===== src/rtl/uncore_region_sequencer.sv =====
// -----------------------------------------------------------------------------
// uncore_region_sequencer
//
// Purpose:
//   Runs one uncore access at a time from the bus-side requester to the
//   peripheral region chosen by the address decoder. The one-hot region
//   select is registered together with the request. A mapped request then
//   runs an APB-style SETUP/ACCESS handshake with that region. An unmapped
//   request, an empty select or a multi-hit select goes straight to an
//   access-fault response. An ACCESS phase that waits too long for the
//   region's ready is aborted and also answered with a fault.
//
// Ports:
//   HCLK, HRESETn          clock, asynchronous active-low reset
//   ReqValid/ReqReady      request handshake (ReqReady only in IDLE)
//   ReqWrite/Adr/Size/WData request attributes, registered on acceptance
//   SelRegions             decoder one-hot region select (bit 0 = unmapped)
//   PeriphSel/Enable       APB-style select and ACCESS strobe to regions
//   PeriphWrite/Adr/Size/WData  attributes of the last accepted request
//   PeriphReady/RData      per-region completion and read data
//   PeriphAbort            one-cycle pulse when an ACCESS phase times out
//   RspValid/RspReady      response handshake
//   RspErr/RspRData        fault flag and read data (0 on writes/faults)
// -----------------------------------------------------------------------------
module uncore_region_sequencer #(
   parameter int PA_BITS = 56,
   parameter int XLEN    = 64,
   parameter int NREG    = 14,
   parameter int TIMEOUT = 255
) (
   input  logic                   HCLK,
   input  logic                   HRESETn,
   input  logic                   ReqValid,
   output logic                   ReqReady,
   input  logic                   ReqWrite,
   input  logic [PA_BITS-1:0]     ReqAdr,
   input  logic [1:0]             ReqSize,
   input  logic [XLEN-1:0]        ReqWData,
   input  logic [NREG-1:0]        SelRegions,
   output logic [NREG-1:0]        PeriphSel,
   output logic                   PeriphEnable,
   output logic                   PeriphWrite,
   output logic [PA_BITS-1:0]     PeriphAdr,
   output logic [1:0]             PeriphSize,
   output logic [XLEN-1:0]        PeriphWData,
   input  logic [NREG-1:0]        PeriphReady,
   input  logic [NREG*XLEN-1:0]   PeriphRData,
   output logic                   PeriphAbort,
   output logic                   RspValid,
   input  logic                   RspReady,
   output logic                   RspErr,
   output logic [XLEN-1:0]        RspRData
);

   localparam int CNT_W = $clog2(TIMEOUT + 1);

   typedef enum logic [1:0] {
      ST_IDLE   = 2'd0,
      ST_SETUP  = 2'd1,
      ST_ACCESS = 2'd2,
      ST_RESP   = 2'd3
   } state_e;

   state_e               state_q, state_d;
   logic                 write_q, write_d;
   logic [PA_BITS-1:0]   adr_q,   adr_d;
   logic [1:0]           size_q,  size_d;
   logic [XLEN-1:0]      wdata_q, wdata_d;
   logic [NREG-1:0]      sel_q,   sel_d;
   logic [CNT_W-1:0]     cnt_q,   cnt_d;
   logic                 err_q,   err_d;
   logic [XLEN-1:0]      rdata_q, rdata_d;

   logic                 req_sel_ok;
   logic                 sel_ready;
   logic [XLEN-1:0]      sel_rdata;
   logic                 timeout_hit;
   logic                 abort_pulse;

   // A select is usable only if exactly one bit is set and that bit is not
   // the "unmapped" bit 0. x & (x-1) clears the lowest set bit, so a zero
   // result means at most one bit was set.
   always_comb begin
      req_sel_ok = (SelRegions != '0) && !SelRegions[0] &&
                   ((SelRegions & (SelRegions - NREG'(1))) == '0);
   end

   // Only the selected region's ready and data are observed. Because sel_q
   // is one-hot whenever ACCESS is reached, OR-ing the gated slices is a
   // plain one-hot mux.
   always_comb begin
      sel_rdata = '0;
      for (int i = 0; i < NREG; i++) begin
         if (sel_q[i]) begin
            sel_rdata = sel_rdata | PeriphRData[i*XLEN +: XLEN];
         end
      end
   end

   assign sel_ready   = |(PeriphReady & sel_q);
   assign timeout_hit = (cnt_q == CNT_W'(TIMEOUT - 1));

   // Next-state and datapath capture
   always_comb begin
      // NOTE: every variable gets a default before the case statement, so no
      // path through the block leaves a value unassigned and no latch is
      // inferred.
      state_d     = state_q;
      write_d     = write_q;
      adr_d       = adr_q;
      size_d      = size_q;
      wdata_d     = wdata_q;
      sel_d       = sel_q;
      cnt_d       = cnt_q;
      err_d       = err_q;
      rdata_d     = rdata_q;
      abort_pulse = 1'b0;

      unique case (state_q)
         ST_IDLE: begin
            if (ReqValid) begin
               write_d = ReqWrite;
               adr_d   = ReqAdr;
               size_d  = ReqSize;
               wdata_d = ReqWData;
               sel_d   = SelRegions;
               cnt_d   = '0;
               rdata_d = '0;
               err_d   = !req_sel_ok;
               state_d = req_sel_ok ? ST_SETUP : ST_RESP;
            end
         end

         ST_SETUP: begin
            state_d = ST_ACCESS;
         end

         ST_ACCESS: begin
            // Ready is tested first so that it wins over a simultaneous
            // timeout.
            if (sel_ready) begin
               rdata_d = write_q ? '0 : sel_rdata;
               err_d   = 1'b0;
               state_d = ST_RESP;
            end else if (timeout_hit) begin
               abort_pulse = 1'b1;
               rdata_d     = '0;
               err_d       = 1'b1;
               state_d     = ST_RESP;
            end else if (cnt_q != '1) begin
               cnt_d = cnt_q + CNT_W'(1);
            end
         end

         ST_RESP: begin
            if (RspReady) begin
               state_d = ST_IDLE;
            end
         end

         default: begin
            state_d = ST_IDLE;
         end
      endcase
   end

   // State and datapath registers
   always_ff @(posedge HCLK or negedge HRESETn) begin
      if (!HRESETn) begin
         // NOTE: the request and response holding registers are reset along
         // with the state, so every Periph*/Rsp* output reads 0 straight out
         // of reset instead of showing stale or X data.
         state_q <= ST_IDLE;
         write_q <= 1'b0;
         adr_q   <= '0;
         size_q  <= '0;
         wdata_q <= '0;
         sel_q   <= '0;
         cnt_q   <= '0;
         err_q   <= 1'b0;
         rdata_q <= '0;
      end else begin
         // NOTE: non-blocking assignments let every register sample the
         // pre-edge values, independent of statement order.
         state_q <= state_d;
         write_q <= write_d;
         adr_q   <= adr_d;
         size_q  <= size_d;
         wdata_q <= wdata_d;
         sel_q   <= sel_d;
         cnt_q   <= cnt_d;
         err_q   <= err_d;
         rdata_q <= rdata_d;
      end
   end

   // Outputs decoded from the current state
   always_comb begin
      ReqReady     = 1'b0;
      PeriphSel    = '0;
      PeriphEnable = 1'b0;
      RspValid     = 1'b0;
      RspErr       = 1'b0;
      RspRData     = '0;

      unique case (state_q)
         ST_IDLE: begin
            ReqReady = 1'b1;
         end
         ST_SETUP: begin
            // Bit 0 means "no region" and is never driven to a peripheral.
            PeriphSel = {sel_q[NREG-1:1], 1'b0};
         end
         ST_ACCESS: begin
            PeriphSel    = {sel_q[NREG-1:1], 1'b0};
            PeriphEnable = 1'b1;
         end
         ST_RESP: begin
            RspValid = 1'b1;
            RspErr   = err_q;
            RspRData = rdata_q;
         end
         default: begin
            ReqReady = 1'b0;
         end
      endcase
   end

   assign PeriphAbort = abort_pulse;
   assign PeriphWrite = write_q;
   assign PeriphAdr   = adr_q;
   assign PeriphSize  = size_q;
   assign PeriphWData = wdata_q;

endmodule

===== config.mk =====
export PLATFORM = sky130hd
export DESIGN_NAME = uncore_region_sequencer
export DESIGN_NICKNAME = d
export VERILOG_FILES = /design/src/rtl/uncore_region_sequencer.sv
export SDC_FILE = /design/constraint.sdc
export NUM_CORES = 1
export LEC_CHECK = 0
export CORE_AREA = 2 2 490 492
export DETAILED_ROUTE_END_ITERATION = 16
export DIE_AREA = 0 0 492 494
export PLACE_DENSITY = 0.3
export SLEW_MARGIN = 10
export SYNTH_ARGS = -nofsm -noshare
export SYNTH_HDL_FRONTEND = slang
export SYNTH_SLANG_ARGS = --single-unit

===== constraint.sdc =====
create_clock -name HCLK -period 2.2 [get_ports HCLK]
set_clock_uncertainty 0.05 [all_clocks]
set_input_delay 0.33 -clock HCLK [delete_from_list [all_inputs] [get_ports HCLK]]
set_output_delay 0.33 -clock HCLK [all_outputs]
set_load 0.01 [all_outputs]

==> impl_metrics.tcl <==
set metrics [dict create \
    ys_seq_area_share_pct 39.5 \
    multi_input_area_sq_mm 0.00941 \
    grt_use_met1_pct 20.2 \
    io_buffers 1255 \
    finalHoldViolations 0 \
    synthTopCellsByArea "dfrtp_1 (39%), a221oi_1 (13%), mux2_2 (11%)" \
    cp_slowest_cell "dfrtp_4" \
    gp_congestion 0.895 \
    synth-async-reset-ratio_pct 100 \
    yosys.area.top_type "dfrtp_1" \
    crit_chain "a22oi_2 -> nand2_2 -> nor3_4 -> buf_6 -> nand2_4 -> nor2_4 -> buf_12" \
    yosys.cell_types.count 49 \
    synth.most_common_cell "dfrtp_1" \
    synth_cells 1311 \
    end_kind "output port" \
    dieArea_sq_mm 0.243 \
    utilization_pct 15.7 \
    drt-pass1-iter-count 5 \
    nets 3868 \
    cts-root-buf "clkbuf_16" \
    violations "negative setup slack" \
    synth.avg_cell_area_sq_um 10.3 \
    hold_class "primary input to asynchronous set/reset pin" \
    grtUsageMet2_pct 33.5 \
    synth_flop_cell "dfrtp_1" \
    route.detailed.wl_per_inst_um 39.4 \
    h-tree-depth 2 \
    fp.dieH_um 494 \
    syn_to_final_growth_pct 178 \
    cts.sinks 212 \
    tightest_slew_ns 0.876 \
    synth_commonest_cells "dfrtp_1 (212), a221oi_1 (192), mux2_2 (137), a22oi_1 (136), a22o_1 (128)" \
    clock_path_buffers 3 \
    powerDensity_mw_per_mm2 1300 \
    synth_fp_nets 2367 \
    totalPowerFinal_uw 48400 \
    core_area_sq_mm 0.237 \
    criticalPathCategory "flop to output port" \
    ant_nets 0 \
    fmax_ghz 0.389 \
    worst_slack_ns -0.372 \
    crit_fanout 2 \
    tritoncts "yes" \
    slowest_delay_ns 0.53 \
    drtIter0Drc 1268 \
    synth_top_area_share_pct 39.5 \
    start_kind "flop" \
    vias 20804 \
    fp-row-count 179 \
    cp.arrival_ns 2.19 \
    drive_gt1_share_pct 31.8 \
    synth.ff_latch_count 212 \
    start_util_pct 5.66 \
    ys_warn_count 0 \
    slew_headroom_pct 41.6 \
    rsz0062_at_grt "true" \
    grt_max_degree 52 \
    setup_violations 142 \
    register_area_sq_mm 0.00536 \
    maxCapViolations 0 \
    slew_violations 0 \
    vias_per_cell 3.43 \
    crit_required_ns 1.82 \
    routed_wirelength_mm 239 \
    ios 1257 \
    worstSkewPairLatency_ns 0.66 \
    top_usage_layer "met2" \
    ir_drop_mv 0.764 \
    period_share_pct 117 \
    grt_pass1_vias 21374 \
    grt_overflow 0 \
    syn_area_sq_mm 0.0134 \
    cts.clk_slew.worst_paths_ns 0.06 \
    drcViolationCount 0 \
    die_w_um 492 \
    dpl.hpwl_mm 198 \
    synth_edf_count 0 \
    min_period_ns 2.57 \
    grt_util_met3_pct 7.93 \
    cts_inserted_buffers 38 \
    grt_antenna_before_repair 301 \
    leakagePower_uw 0.0142 \
    nFillCells 26661 \
    grt_pass1_wl_mm 283 \
    status "finished, violations left" \
    grt_use_total_pct 18.6 \
]
[repair_timing]
item,4_1_cts,5_1_grt
endpoints found under the setup margin,157,149
resized for setup,521,166
pin swaps,31,25
hold endpoints to repair,123,0
hold buffers,1,0
setup buffers,71,39
gates cloned,17,7
[worst paths after layout]
kind	from	endpoint	slack [ns]	depth (start not counted)
max in group asynchronous	HRESETn	rdata_q[31]$_DFFE_PN0P_	1.16	3
worst min-delay path	HRESETn	sel_q[10]$_DFFE_PN0P_	0.19	2
min in group HCLK	ReqAdr[55]	PeriphAdr[55]$_DFFE_PN0P_	0.22	2
worst max register to register	sel_q[2]$_DFFE_PN0P_	rdata_q[36]$_DFFE_PN0P_	-0.34	8
worst max-delay path	sel_q[7]$_DFFE_PN0P_	PeriphAbort	-0.37	7
worst min register to register	rdata_q[31]$_DFFE_PN0P_	rdata_q[31]$_DFFE_PN0P_	0.43	1
[cell families after synthesis]
family / count (synthesis) / synth area share, %
AO/OA/AOI/OAI: 611 / 36.4
flip-flops: 212 / 39.5
AND/OR/NAND/NOR: 191 / 7.42
buffers and inverters: 146 / 4.19
multiplexers: 141 / 11.8
adder cells (fa/ha/maj): 6 / 0.540
XOR/XNOR: 3 / 0.196
other: 1 / 0.0279
[sequential cells by signal (all words and copies together), names as in the netlist]
register	count
state_q	2
cnt_q	8
PeriphAdr	56
PeriphWData	64
rdata_q	64
err_q	1
PeriphWrite	1
PeriphSize	2
sel_q	14
[power by group]
group	internal [uW]	leakage (uW)	switching, uW
registers	5720	0.00260	1410
clock network	3540	0.000597	2790
logic	16200	0.0111	18800
total	25500	0.0142	22900
[cell type report]
| cell class | count | area share (%) |
|---|---|---|
| multi-input combinational | 953 | 25.2 |
| inverter | 8 | 0.0805 |
| antenna | 60 | 0.402 |
| tap | 3167 | 10.6 |
| clock buffer | 54 | 2.84 |
| clock inverter | 16 | 0.503 |
| sequential | 212 | 14.4 |
| timing repair buffer | 1599 | 46.0 |
[critical path, delay by kind of cell, from the launching register on]
family,cells,cell delay [ns]
compound gates,1,0.18
buf+inv,2,0.30
flops,1,0.53
simple gates,4,0.52
[metrics by stage]
stage / TNS [ns] / hold slack (ns) / cells / instance area (sq um) / worst slack, ns
global placement: -18.56 / 0.267 / 5818 / 32000 / -0.422
floorplan: 0 / -0.0156 / 1311 / 13400 / 0.00464
CTS: -36.97 / 0.112 / 5975 / 35900 / -0.489
finish: -26.94 / 0.187 / 6069 / 37300 / -0.372
detailed placement: -19.86 / 0.267 / 5818 / 32000 / -0.450
global route: -37.06 / 0.167 / 6033 / 37200 / -0.476
[placed cells by master (no fill, tap or decap), types with 23 or more instances in the layout]
cell and count:
buf_6 90, dfrtp_1 197, and2_4 76, a21o_1 64
a221oi_2 53, a31oi_4 47, clkdlybuf4s50_1 1166, a22oi_1 103
diode_2 60, buf_12 99, nand2_1 61, clkbuf_16 44
a22o_1 126, a221oi_1 124, buf_16 23, mux2_2 137
buf_4 193, a22oi_2 33
[layer usage]
| layer | vias up | routed length, um |
|---|---|---|
| li1 | 8487 | - |
| met1 | 10133 | 88300 |
| met2 | 1518 | 119000 |
| met3 | 516 | 24900 |
| met4 | 150 | 6420 |
| met5 | - | 988 |
No activity file was read; power rests on OpenSTA's default activity.
